===== src/rtl/seq_det_pkg.sv =====
// Shared types and defaults for the parametrised serial pattern detector.
package seq_det_pkg;

  localparam int unsigned SD_DEF_PAT_W = 4;
  localparam logic [SD_DEF_PAT_W-1:0] SD_DEF_PAT = 4'b1011;
  localparam int unsigned SD_DEF_CNT_W = 16;

  // Detector phase, derived from how many history bits are valid.
  typedef enum logic [1:0] {
    SD_EMPTY   = 2'd0,
    SD_FILLING = 2'd1,
    SD_ARMED   = 2'd2
  } sd_phase_e;

  // Map the fill-level flags onto a phase; full takes precedence over empty.
  function automatic sd_phase_e sd_decode_phase(input logic fill_zero,
                                                input logic fill_full);
    sd_phase_e ph;
    if (fill_full) begin
      ph = SD_ARMED;
    end else if (fill_zero) begin
      ph = SD_EMPTY;
    end else begin
      ph = SD_FILLING;
    end
    return ph;
  endfunction

endpackage


===== src/rtl/seq_det_match_counter.sv =====
// Saturating match counter; a clear coinciding with an increment loads 1.
module seq_det_match_counter #(
  parameter int unsigned CNT_W = 16
) (
  input  logic             clk,
  input  logic             rst,
  input  logic             inc,
  input  logic             clr,
  output logic [CNT_W-1:0] cnt
);

  logic [CNT_W-1:0] cnt_nxt;

  // Next count: clear wins, otherwise increment until all ones.
  always_comb begin
    cnt_nxt = cnt;
    if (clr) begin
      cnt_nxt = inc ? CNT_W'(1) : '0;
    end else if (inc && (cnt != '1)) begin
      cnt_nxt = cnt + CNT_W'(1);
    end
  end

  // Count register.
  always_ff @(posedge clk or negedge rst) begin
    if (!rst) begin
      cnt <= '0;
    end else begin
      cnt <= cnt_nxt;
    end
  end

endmodule


===== src/rtl/seq_detector_param.sv =====
// Parametrised serial bit-pattern detector with runtime-loadable pattern,
// overlapping / non-overlapping detection and an optional match counter.
// Build option: define SEQ_DET_COUNT_EN to include the saturating counter;
// otherwise match_cnt is tied to zero and cnt_clr is ignored.
module seq_detector_param
  import seq_det_pkg::*;
#(
  parameter int unsigned      PAT_W     = SD_DEF_PAT_W,
  parameter logic [PAT_W-1:0] RESET_PAT = PAT_W'(SD_DEF_PAT),
  parameter int unsigned      CNT_W     = SD_DEF_CNT_W
) (
  input  logic             clk,
  input  logic             rst,
  input  logic             x_valid,
  input  logic             x,
  input  logic             pat_load,
  input  logic [PAT_W-1:0] pat_in,
  input  logic             overlap,
  input  logic             cnt_clr,
  output logic             y,
  output logic [PAT_W-1:0] pattern,
  output logic             armed,
  output logic [CNT_W-1:0] match_cnt
);

  localparam int unsigned SH_W     = PAT_W - 1;
  localparam int unsigned FILL_W   = $clog2(PAT_W);
  localparam int unsigned FILL_MAX = PAT_W - 1;

  logic [SH_W-1:0]   sh_q;
  logic [SH_W-1:0]   sh_nxt;
  logic [FILL_W-1:0] fill_q;
  logic [FILL_W-1:0] fill_nxt;
  logic [PAT_W-1:0]  pat_q;
  logic [PAT_W-1:0]  pat_nxt;
  logic              y_nxt;
  logic              armed_nxt;
  logic              fill_full_c;
  logic              match_c;
  sd_phase_e         phase_c;

  // State register: history, fill level, pattern and registered outputs.
  always_ff @(posedge clk or negedge rst) begin
    if (!rst) begin
      sh_q   <= '0;
      fill_q <= '0;
      pat_q  <= RESET_PAT;
      y      <= 1'b0;
      armed  <= 1'b0;
    end else begin
      sh_q   <= sh_nxt;
      fill_q <= fill_nxt;
      pat_q  <= pat_nxt;
      y      <= y_nxt;
      armed  <= armed_nxt;
    end
  end

  // Next state: pattern load beats an accepted bit; a non-overlapping match restarts from empty.
  always_comb begin
    sh_nxt      = sh_q;
    fill_nxt    = fill_q;
    pat_nxt     = pat_q;
    y_nxt       = 1'b0;
    match_c     = 1'b0;
    fill_full_c = (fill_q == FILL_W'(FILL_MAX));
    phase_c     = sd_decode_phase(fill_q == '0, fill_full_c);

    if (pat_load) begin
      pat_nxt  = pat_in;
      sh_nxt   = '0;
      fill_nxt = '0;
    end else if (x_valid) begin
      match_c = (phase_c == SD_ARMED) && ({sh_q, x} == pat_q);
      y_nxt   = match_c;
      if (match_c && !overlap) begin
        sh_nxt   = '0;
        fill_nxt = '0;
      end else begin
        sh_nxt = SH_W'({sh_q, x});
        if (!fill_full_c) begin
          fill_nxt = fill_q + FILL_W'(1);
        end
      end
    end

    armed_nxt = (fill_nxt == FILL_W'(FILL_MAX));
  end

  assign pattern = pat_q;

`ifdef SEQ_DET_COUNT_EN
  // Match counter, updated on the same edge that raises y.
  seq_det_match_counter #(
    .CNT_W (CNT_W)
  ) u_cnt (
    .clk (clk),
    .rst (rst),
    .inc (match_c),
    .clr (cnt_clr),
    .cnt (match_cnt)
  );
`else
  // Counter compiled out: constant zero count, clear input has no effect.
  logic unused_cnt_clr;
  assign unused_cnt_clr = cnt_clr;
  assign match_cnt      = '0;
`endif

endmodule


===== config.mk =====
export PLATFORM = sky130hd
export DESIGN_NAME = seq_detector_param
export DESIGN_NICKNAME = d
export VERILOG_FILES = /design/src/rtl/seq_det_pkg.sv /design/src/rtl/seq_det_match_counter.sv /design/src/rtl/seq_detector_param.sv
export SDC_FILE = /design/constraint.sdc
export NUM_CORES = 1
export LEC_CHECK = 0
export ABC_AREA = 1
export CAP_MARGIN = 5
export CORE_MARGIN = 1
export CORE_UTILIZATION = 41
export CTS_BUF_LIST = sky130_fd_sc_hd__clkbuf_16
export CTS_CLUSTER_DIAMETER = 100
export DETAILED_ROUTE_END_ITERATION = 7
export GPL_TIMING_DRIVEN = 1
export PLACE_DENSITY = 0.81
export SYNTH_ARGS = -nofsm -noshare
export SYNTH_HDL_FRONTEND = slang
export SYNTH_HIERARCHICAL = 1
export SYNTH_SLANG_ARGS = --single-unit

===== constraint.sdc =====
create_clock -name clk -period 1.9 [get_ports clk]
set_input_delay 0.475 -clock clk [delete_from_list [all_inputs] [get_ports clk]]
set_output_delay 0.475 -clock clk [all_outputs]
set_load 0.005 [all_outputs]

==> flow_metrics.tcl, run 1 <==
set metrics [dict create \
    startpoint_type "register" \
    clock_skew_ns 0.000925 \
    total_power_uw 745 \
    io_pins 33 \
    cap_viol_max_count 0 \
    path_depth 1 \
    worst_hold_path.num_cells 2 \
    setup_viol 0 \
    grt_overflow 0 \
    synthesis.area_um2 683 \
    critical_path_arrival_ns 1.27 \
    finalCritPeriodShare_pct 91.7 \
    cp_max_fo 3 \
    detailedRoute.firstPassIterationCount 4 \
    hold-worst-slack_ns 0.499 \
    drt_wl_total_um 1190 \
    ys_types 18 \
    crit_buf_inv 1 \
    yosysWarnings 6 \
    cts_resized 0 \
    drt_iter0_markers 9 \
    die_w_um 42.8 \
    critPathKind "register to primary output" \
    clock-sinks 11 \
    vias_per_cell 4.38 \
    met2_length_um 618 \
    ant_nets 0 \
    crit_chain "clkdlybuf4s50_1" \
    slowest_delay_ns 0.54 \
    cp.required_ns 1.42 \
    final_util_pct 57.1 \
    h-tree-depth 1 \
    max_freq_mhz 574 \
    wl_met1_um 445 \
    syn_inst 87 \
    rsz0062_at_grt "false" \
    dr_total_vias 530 \
    ys_ff_latch 11 \
    floorplan.initialDensity_pct 44.8 \
    fin_crit_ns 1.74 \
    final_common_cell "nand2_1" \
    core_area_um2 1520 \
    cp_top_family "flip-flops" \
    critPathSlowestCell "dfstp_2" \
    grt_util_all_layers_pct 15.4 \
    area_growth_syn_to_layout_pct 27.5 \
    wl_per_cell_um 9.80 \
    fp.dieH_um 42.8 \
    dieArea_um2 1830 \
    fin_setup_tns_ns 0 \
    clk_latency_ns 0.24 \
    gp_congestion 0.756 \
    io_buffers 15 \
    grt_max_degree 12 \
    antenna_found_initial 0 \
    yosysSeqAreaShare_pct 40.8 \
    postCtsHoldBufs 0 \
    power_leakage_nw 0.452 \
    cts.reportedPaths.clkPinSlew_ns 0.04 \
    cts_tree "built" \
    slew_viol_final 0 \
    grt_pass1_wl_um 2040 \
    std_cell_rows 14 \
    peakVddDrop_mv 0.502 \
    grt_pass1_vias 481 \
    rr_worst_depth 7 \
    hold_viol 0 \
    hold_class "register to register" \
    met3_length_um 93 \
    cts-root-buf "clkbuf_16" \
    post-route-drc-count 0 \
    diodes 0 \
    clockBufferDepth 2 \
    synth.avg_cell_area_um2 7.85 \
    cp-end-kind "primary output" \
    power.density_nw_per_um2 855 \
    layout.nets 117 \
    drive_above_1_share_pct 15.2 \
    status "finished, final reports clean" \
    top_layer "met4" \
    cts_made_buffers 3 \
    cts_setup_buffers 0 \
    hpwl_um 897 \
    layout_common_cells "nand2_1, conb_1, clkdlybuf4s50_1" \
]
-- final timing paths --
| check | from | end | slack (ns) |
|---|---|---|---|
| worst max-delay path | pattern[0]$_DFFE_PN1P_ | pattern[0] | 0.16 |
| worst min-delay path | pattern[1]$_DFFE_PN1P_ | pattern[1]$_DFFE_PN1P_ | 0.50 |
| worst max register to register | pattern[3]$_DFFE_PN1P_ | sh_q[0]$_DFFE_PN0P_ | 0.65 |
| worst min register to register | pattern[1]$_DFFE_PN1P_ | pattern[1]$_DFFE_PN1P_ | 0.50 |
| max in group asynchronous | rst | pattern[3]$_DFFE_PN1P_ | 0.97 |
| min in group asynchronous | rst | sh_q[0]$_DFFE_PN0P_ | 0.57 |
-- synth_stat cells --
cell | n | area [um^2]
nand3_1 | 4 | 20.0
nor2_4 | 2 | 22.5
inv_2 | 1 | 3.75
nand2_1 | 21 | 78.8
a21oi_1 | 1 | 5.00
and3_2 | 1 | 7.51
o21ai_0 | 4 | 20.0
buf_4 | 16 | 120
nor2_1 | 5 | 18.8
dfrtp_1 | 8 | 200
buf_2 | 1 | 5.00
conb_1 | 1 | 3.75
nand3_2 | 2 | 20.0
nand2_2 | 2 | 12.5
nor3_1 | 1 | 5.00
nand4_2 | 1 | 12.5
dfstp_2 | 3 | 78.8
inv_1 | 13 | 48.8
-- worst register-to-register path, stage by stage, from the launching register on --
cell and delay, ns:
dfstp_2 0.53, inv_1 0.05, nand2_1 0.05, nand3_1 0.11
nor2_4 0.15, nand3_2 0.10, nand3_1 0.09, nand2_1 0.05
-- layout make-up --
class | instances | area (um^2)
Clock inverter | 1 | 3.75
Timing Repair Buffer | 16 | 158
Fill cell | 131 | 653
Inverter | 14 | 52.6
Clock buffer | 3 | 75.1
Tap cell | 16 | 20.0
Sequential cell | 11 | 279
Multi-Input combinational cell | 60 | 283
-- metal layers --
metal / up-vias / GRT usage, %
met5: - / 0
met2: 25 / 25.5
met4: 0 / 9.38
li1: 264 / -
met3: 5 / 4.26
met1: 236 / 17.4
-- registers in the layout, summed over array words and instances, names as in the netlist --
name     count
pattern      4
sh_q         3
armed        1
y            1
fill_q       2
-- report_power, final --
| group | switching [mW] | internal (mW) |
|---|---|---|
| combinational | 0.0529 | 0.0488 |
| clock | 0.103 | 0.276 |
| sequential | 0.0112 | 0.253 |
| total | 0.167 | 0.578 |
-- logic make-up after synthesis --
kind of cell	after synthesis	synth area share, %
buffers and inverters	31	26.0
other	1	0.549
DFF	11	40.8
and+or+nand+nor	39	28.9
AOI/OAI and AO/OA	5	3.66
-- through the flow --
stage	instance area, um^2	worst slack (ns)	cells
2_1_floorplan	739	0.740	102
3_3_place_gp	792	0.254	117
3_5_place_dp	792	0.244	117
4_1_cts	871	0.150	121
5_1_grt	871	0.121	121
6_report	871	0.158	121
(Power assumes the default switching activity.)
==> run 2: changes to the inputs <==
--- a/config.mk
+++ b/config.mk
@@ -7,13 +7,13 @@
 export LEC_CHECK = 0
 export ABC_AREA = 1
 export CAP_MARGIN = 5
-export CORE_MARGIN = 1
 export CORE_UTILIZATION = 41
 export CTS_BUF_LIST = sky130_fd_sc_hd__clkbuf_16
 export CTS_CLUSTER_DIAMETER = 100
 export DETAILED_ROUTE_END_ITERATION = 7
 export GPL_TIMING_DRIVEN = 1
 export PLACE_DENSITY = 0.81
+export RECOVER_POWER = 25
 export SYNTH_ARGS = -nofsm -noshare
 export SYNTH_HDL_FRONTEND = slang
 export SYNTH_HIERARCHICAL = 1
==> flow_metrics.tcl, run 2 (synthesized netlist as in run 1, its figures left out) <==
set metrics [dict create \
    cts.reportedPaths.clkPinSlew_ns 0.04 \
    crit_chain "clkdlybuf4s50_1" \
    cts-root-buf "clkbuf_16" \
    ant_nets 0 \
    drive_above_1_share_pct 15.2 \
    final_common_cell "nand2_1" \
    p_int_uw 578 \
    startpoint_type "register" \
    detailedRoute.firstPassIterationCount 4 \
    pwr-share-comb_pct 13.6 \
    cts_setup_buffers 0 \
    hpwl_um 897 \
    grt_pass1_vias 481 \
    floorplan.initialDensity_pct 44.8 \
    swShare_pct 22.4 \
    antenna_found_initial 0 \
    seq_power_share_pct 35.5 \
    h-tree-depth 1 \
    finalCritPeriodShare_pct 91.7 \
    dieArea_um2 1830 \
    cap_viol_max_count 0 \
    clk_latency_ns 0.24 \
    setup_viol 0 \
    slew_viol_final 0 \
    post-route-drc-count 0 \
    crit_buf_inv 1 \
    cts_made_buffers 3 \
    fin_setup_tns_ns 0 \
    cp-end-kind "primary output" \
    cts_tree "built" \
    layout.nets 117 \
    drt_iter0_markers 9 \
    worst_pin_slew_ns 0.500 \
    rr_worst_depth 7 \
    power.density_nw_per_um2 855 \
    layout_common_cells "nand2_1, conb_1, inv_1, clkdlybuf4s50_1, dfrtp_1" \
    clockBufferDepth 2 \
    power_leakage_nw 0.452 \
    critPathKind "register to primary output" \
    final_area_um2 871 \
    die_w_um 42.8 \
    critPathSlowestCell "dfstp_2" \
    status "finished, final reports clean" \
    peakVddDrop_mv 0.501 \
    postCtsHoldBufs 0 \
    slowest_delay_ns 0.54 \
    grt_util_all_layers_pct 15.4 \
    vias_per_cell 4.38 \
    hold_class "register to register" \
    core_area_um2 1520 \
    dr_total_vias 530 \
    largest_reg_flops 4 \
    area_growth_syn_to_layout_pct 27.5 \
    io_buffers 15 \
    diodes 0 \
    fp.dieH_um 42.8 \
    max_slew_margin_pct 66.6 \
    worst_hold_path.num_cells 2 \
    cp_max_fo 3 \
    hold_viol 0 \
    path_depth 1 \
    grt_overflow 0 \
    max_freq_mhz 574 \
    rsz0062_at_grt "false" \
    grt_max_degree 12 \
    std_cell_rows 14 \
    gp_congestion 0.756 \
    p_switching_uw 167 \
    cts_resized 0 \
    critical_path_arrival_ns 1.27 \
    clock-sinks 11 \
    cp.required_ns 1.42 \
    clock_skew_ns 0.000925 \
    grt_pass1_wl_um 2040 \
    io_pins 33 \
    drt_wl_total_um 1190 \
    cp_top_family "flip-flops" \
    wl_per_cell_um 9.80 \
    placed_area_um2 792 \
    power_frac_clock_pct 50.8 \
    fin_crit_ns 1.74 \
]
[run 2: cell types whose count changed in the layout (fill, tap and decap cells not counted), sizes merged]
cell and delta:
clkdlybuf4s50 -1, dlygate4sd3 +1
[run 2: power groups by stage]
stage	clock [mW]	sequential, mW	combinational, mW
after floorplan	0	0.267	0.0755
after global placement	0	0.267	0.0997
after detailed placement	0	0.268	0.102
after CTS	0.387	0.265	0.103
after global routing	0.396	0.267	0.115
final	0.379	0.265	0.101
[run 2: area by class of cell]
cell class | count | area (um^2)
clock buffers | 3 | 75.1
clock inverters | 1 | 3.75
fillers | 131 | 653
inverters | 14 | 52.6
multi-input cells | 60 | 283
flip-flops and latches | 11 | 279
well taps | 16 | 20.0
repair buffers | 16 | 158
[run 2: tightest hold or removal path, cell delays in order (launching register included)]
cell	delay, ns
dfstp_2	0.37
inv_1	0.06
o21ai_0	0.07
[run 2: stage by stage]
step | worst slack (ns) | utilization [%] | std cells | power [mW] | hold WS (ns)
3_3_place_gp | 0.254 | 52.0 | 117 | 0.366 | 0.486
6_report | 0.158 | 57.1 | 121 | 0.745 | 0.499
4_1_cts | 0.150 | 57.1 | 121 | 0.755 | 0.507
3_5_place_dp | 0.244 | 52.0 | 117 | 0.370 | 0.501
2_1_floorplan | 0.740 | - | 102 | 0.342 | 0.179
5_1_grt | 0.121 | 57.1 | 121 | 0.779 | 0.532
[run 2: path summary, 6_finish.rpt]
check	start	end	slack (ns)
worst max-delay path	pattern[0]$_DFFE_PN1P_	pattern[0]	0.16
worst max register to register	pattern[3]$_DFFE_PN1P_	sh_q[0]$_DFFE_PN0P_	0.65
min in group asynchronous	rst	sh_q[0]$_DFFE_PN0P_	0.64
worst min register to register	pattern[1]$_DFFE_PN1P_	pattern[1]$_DFFE_PN1P_	0.50
max in group asynchronous	rst	pattern[3]$_DFFE_PN1P_	0.90
worst min-delay path	pattern[1]$_DFFE_PN1P_	pattern[1]$_DFFE_PN1P_	0.50
[run 2: layer usage]
layer	vias to the layer above	track usage, %	wire length (um)
met1	236	17.4	445
met2	25	25.5	618
li1	264	-	-
met3	5	4.26	93
met5	-	0	0
met4	0	9.38	29
==> run 3: changes to the inputs <==
--- a/config.mk
+++ b/config.mk
@@ -10,10 +10,11 @@
 export CORE_UTILIZATION = 41
 export CTS_BUF_LIST = sky130_fd_sc_hd__clkbuf_16
 export CTS_CLUSTER_DIAMETER = 100
+export CTS_CLUSTER_SIZE = 24
 export DETAILED_ROUTE_END_ITERATION = 7
-export GPL_TIMING_DRIVEN = 1
+export GPL_TIMING_DRIVEN = 0
 export PLACE_DENSITY = 0.81
-export RECOVER_POWER = 25
+export RECOVER_POWER = 100
 export SYNTH_ARGS = -nofsm -noshare
 export SYNTH_HDL_FRONTEND = slang
 export SYNTH_HIERARCHICAL = 1
==> flow_metrics.tcl, run 3 (synthesized netlist as in run 1, its figures left out) <==
set metrics [dict create \
    antenna_found_initial 0 \
    fin_setup_tns_ns 0 \
    rr_worst_depth 7 \
    final_util_pct 64.3 \
    final_common_cell "nand2_1" \
    cp_top_family "buffers and inverters" \
    io_buffers 15 \
    cts.reportedPaths.clkPinSlew_ns 0.04 \
    area_growth_syn_to_layout_pct 43.4 \
    grt_pass1_wl_um 2290 \
    critPathSlowestCell "dlygate4sd3_1" \
    finalCritPeriodShare_pct 95.1 \
    fin_crit_ns 1.81 \
    clock-sinks 11 \
    dr_total_vias 598 \
    slowest_delay_ns 0.56 \
    drive_above_1_share_pct 24.8 \
    grt_max_degree 12 \
    peakVddDrop_mv 0.561 \
    postCtsHoldBufs 0 \
    diodes 0 \
    cap_viol_max_count 0 \
    vias_per_cell 4.36 \
    dieArea_um2 1830 \
    cts_resized 0 \
    startpoint_type "register" \
    min_to "pattern[1]$_DFFE_PN1P_" \
    layout_common_cells "nand2_1, buf_4, conb_1" \
    placed_area_um2 910 \
    hold_class "register to register" \
    critical_path_arrival_ns 1.33 \
    hpwl_um 983 \
    clk_latency_ns 0.24 \
    largest_reg_flops 4 \
    wl_per_cell_um 9.45 \
    final_area_um2 980 \
    rsz0062_at_grt "false" \
    grt_util_all_layers_pct 17.5 \
    critPathKind "register to primary output" \
    grt_pass1_vias 572 \
    cts-root-buf "clkbuf_16" \
    drt_wl_total_um 1290 \
    post-route-drc-count 0 \
    reg2reg_slack_ns 0.53 \
    h-tree-depth 1 \
    crit_buf_inv 1 \
    clock_skew_ns 0.00183 \
    worst_hold_path.num_cells 2 \
    clockBufferDepth 2 \
    r2r_start "pattern[3]$_DFFE_PN1P_" \
    io_pins 33 \
    hold-worst-slack_ns 0.496 \
    setup_viol 0 \
    grt_overflow 0 \
    fp.dieH_um 42.8 \
    ant_nets 0 \
    worst_slack_ns 0.0924 \
    cts_tree "built" \
    r2r-end "fill_q[0]$_DFF_PN0_" \
    cp.required_ns 1.42 \
    cp_max_fo 3 \
    gp_congestion 0.754 \
    power_leakage_nw 0.546 \
    max_freq_mhz 553 \
    hold_start "pattern[1]$_DFFE_PN1P_" \
    cp-end-kind "primary output" \
    slew_viol_final 0 \
    cts_setup_buffers 0 \
    cts_made_buffers 3 \
    std_cell_rows 14 \
    detailedRoute.firstPassIterationCount 4 \
    post-place-ws_ns 0.210 \
    status "finished, final reports clean" \
    layout.nets 133 \
    drt_iter0_markers 8 \
    floorplan.initialDensity_pct 44.8 \
    die_w_um 42.8 \
    hold_viol 0 \
    power.density_nw_per_um2 777 \
    crit_chain "dlygate4sd3_1" \
    core_area_um2 1520 \
]
## run 3: cell count changes in the layout (fill, tap and decap cells not counted), sizes merged
cell / previous run / this run
clkbuf: 3 / 4
clkdlybuf4s50: 14 / 6
dlygate4sd3: 1 / 9
buf: 1 / 16
## run 3: worst max path at each step
stage	depth (start not counted)	slack [ns]	to	from
floorplan	7	0.74	armed$_DFF_PN0_	pattern[3]$_DFFE_PN1P_
global placement	8	0.26	armed$_DFF_PN0_	x
global route	1	0.06	pattern[0]	pattern[0]$_DFFE_PN1P_
detailed placement	8	0.21	armed$_DFF_PN0_	x
CTS	1	0.14	pattern[3]	pattern[3]$_DFFE_PN1P_
finish	1	0.09	pattern[0]	pattern[0]$_DFFE_PN1P_
## run 3: routing by layer
layer	vias up	global-route usage, %	part of all wire, %
li1	298	-	-
met1	270	17.9	39
met2	25	30.6	50
met3	5	6.38	8.6
met4	0	9.38	2.4
met5	-	0	0
## run 3: final cells by class
cell class                      count  area [um^2]
Sequential cell                    11          279
Buffer                             17          124
Inverter                           14         52.6
Timing Repair Buffer               15          150
Clock buffer                        3         75.1
Clock inverter                      1         3.75
Tap cell                           16         20.0
Multi-Input combinational cell     60          275
Fill cell                         136          544
## run 3: worst reg2reg max path, delay by kind of cell (launching register included)
| kind | cells | cell delay [ns] |
|---|---|---|
| and+or+nand+nor | 5 | 0.63 |
| DFF | 1 | 0.54 |
| buffers and inverters | 2 | 0.10 |
## run 3: where the power goes
group	internal (mW)	leakage [nW]	switching (mW)
clock	0.276	0.0423	0.100
sequential	0.254	0.139	0.0111
combinational	0.0641	0.365	0.0566
total	0.593	0.546	0.168
## run 3: metrics by stage
stage                     power (mW)  std cells
after floorplan                0.342        102
after global placement         0.390        133
after detailed placement       0.393        133
after CTS                      0.776        137
after global routing           0.801        137
final                          0.761        137
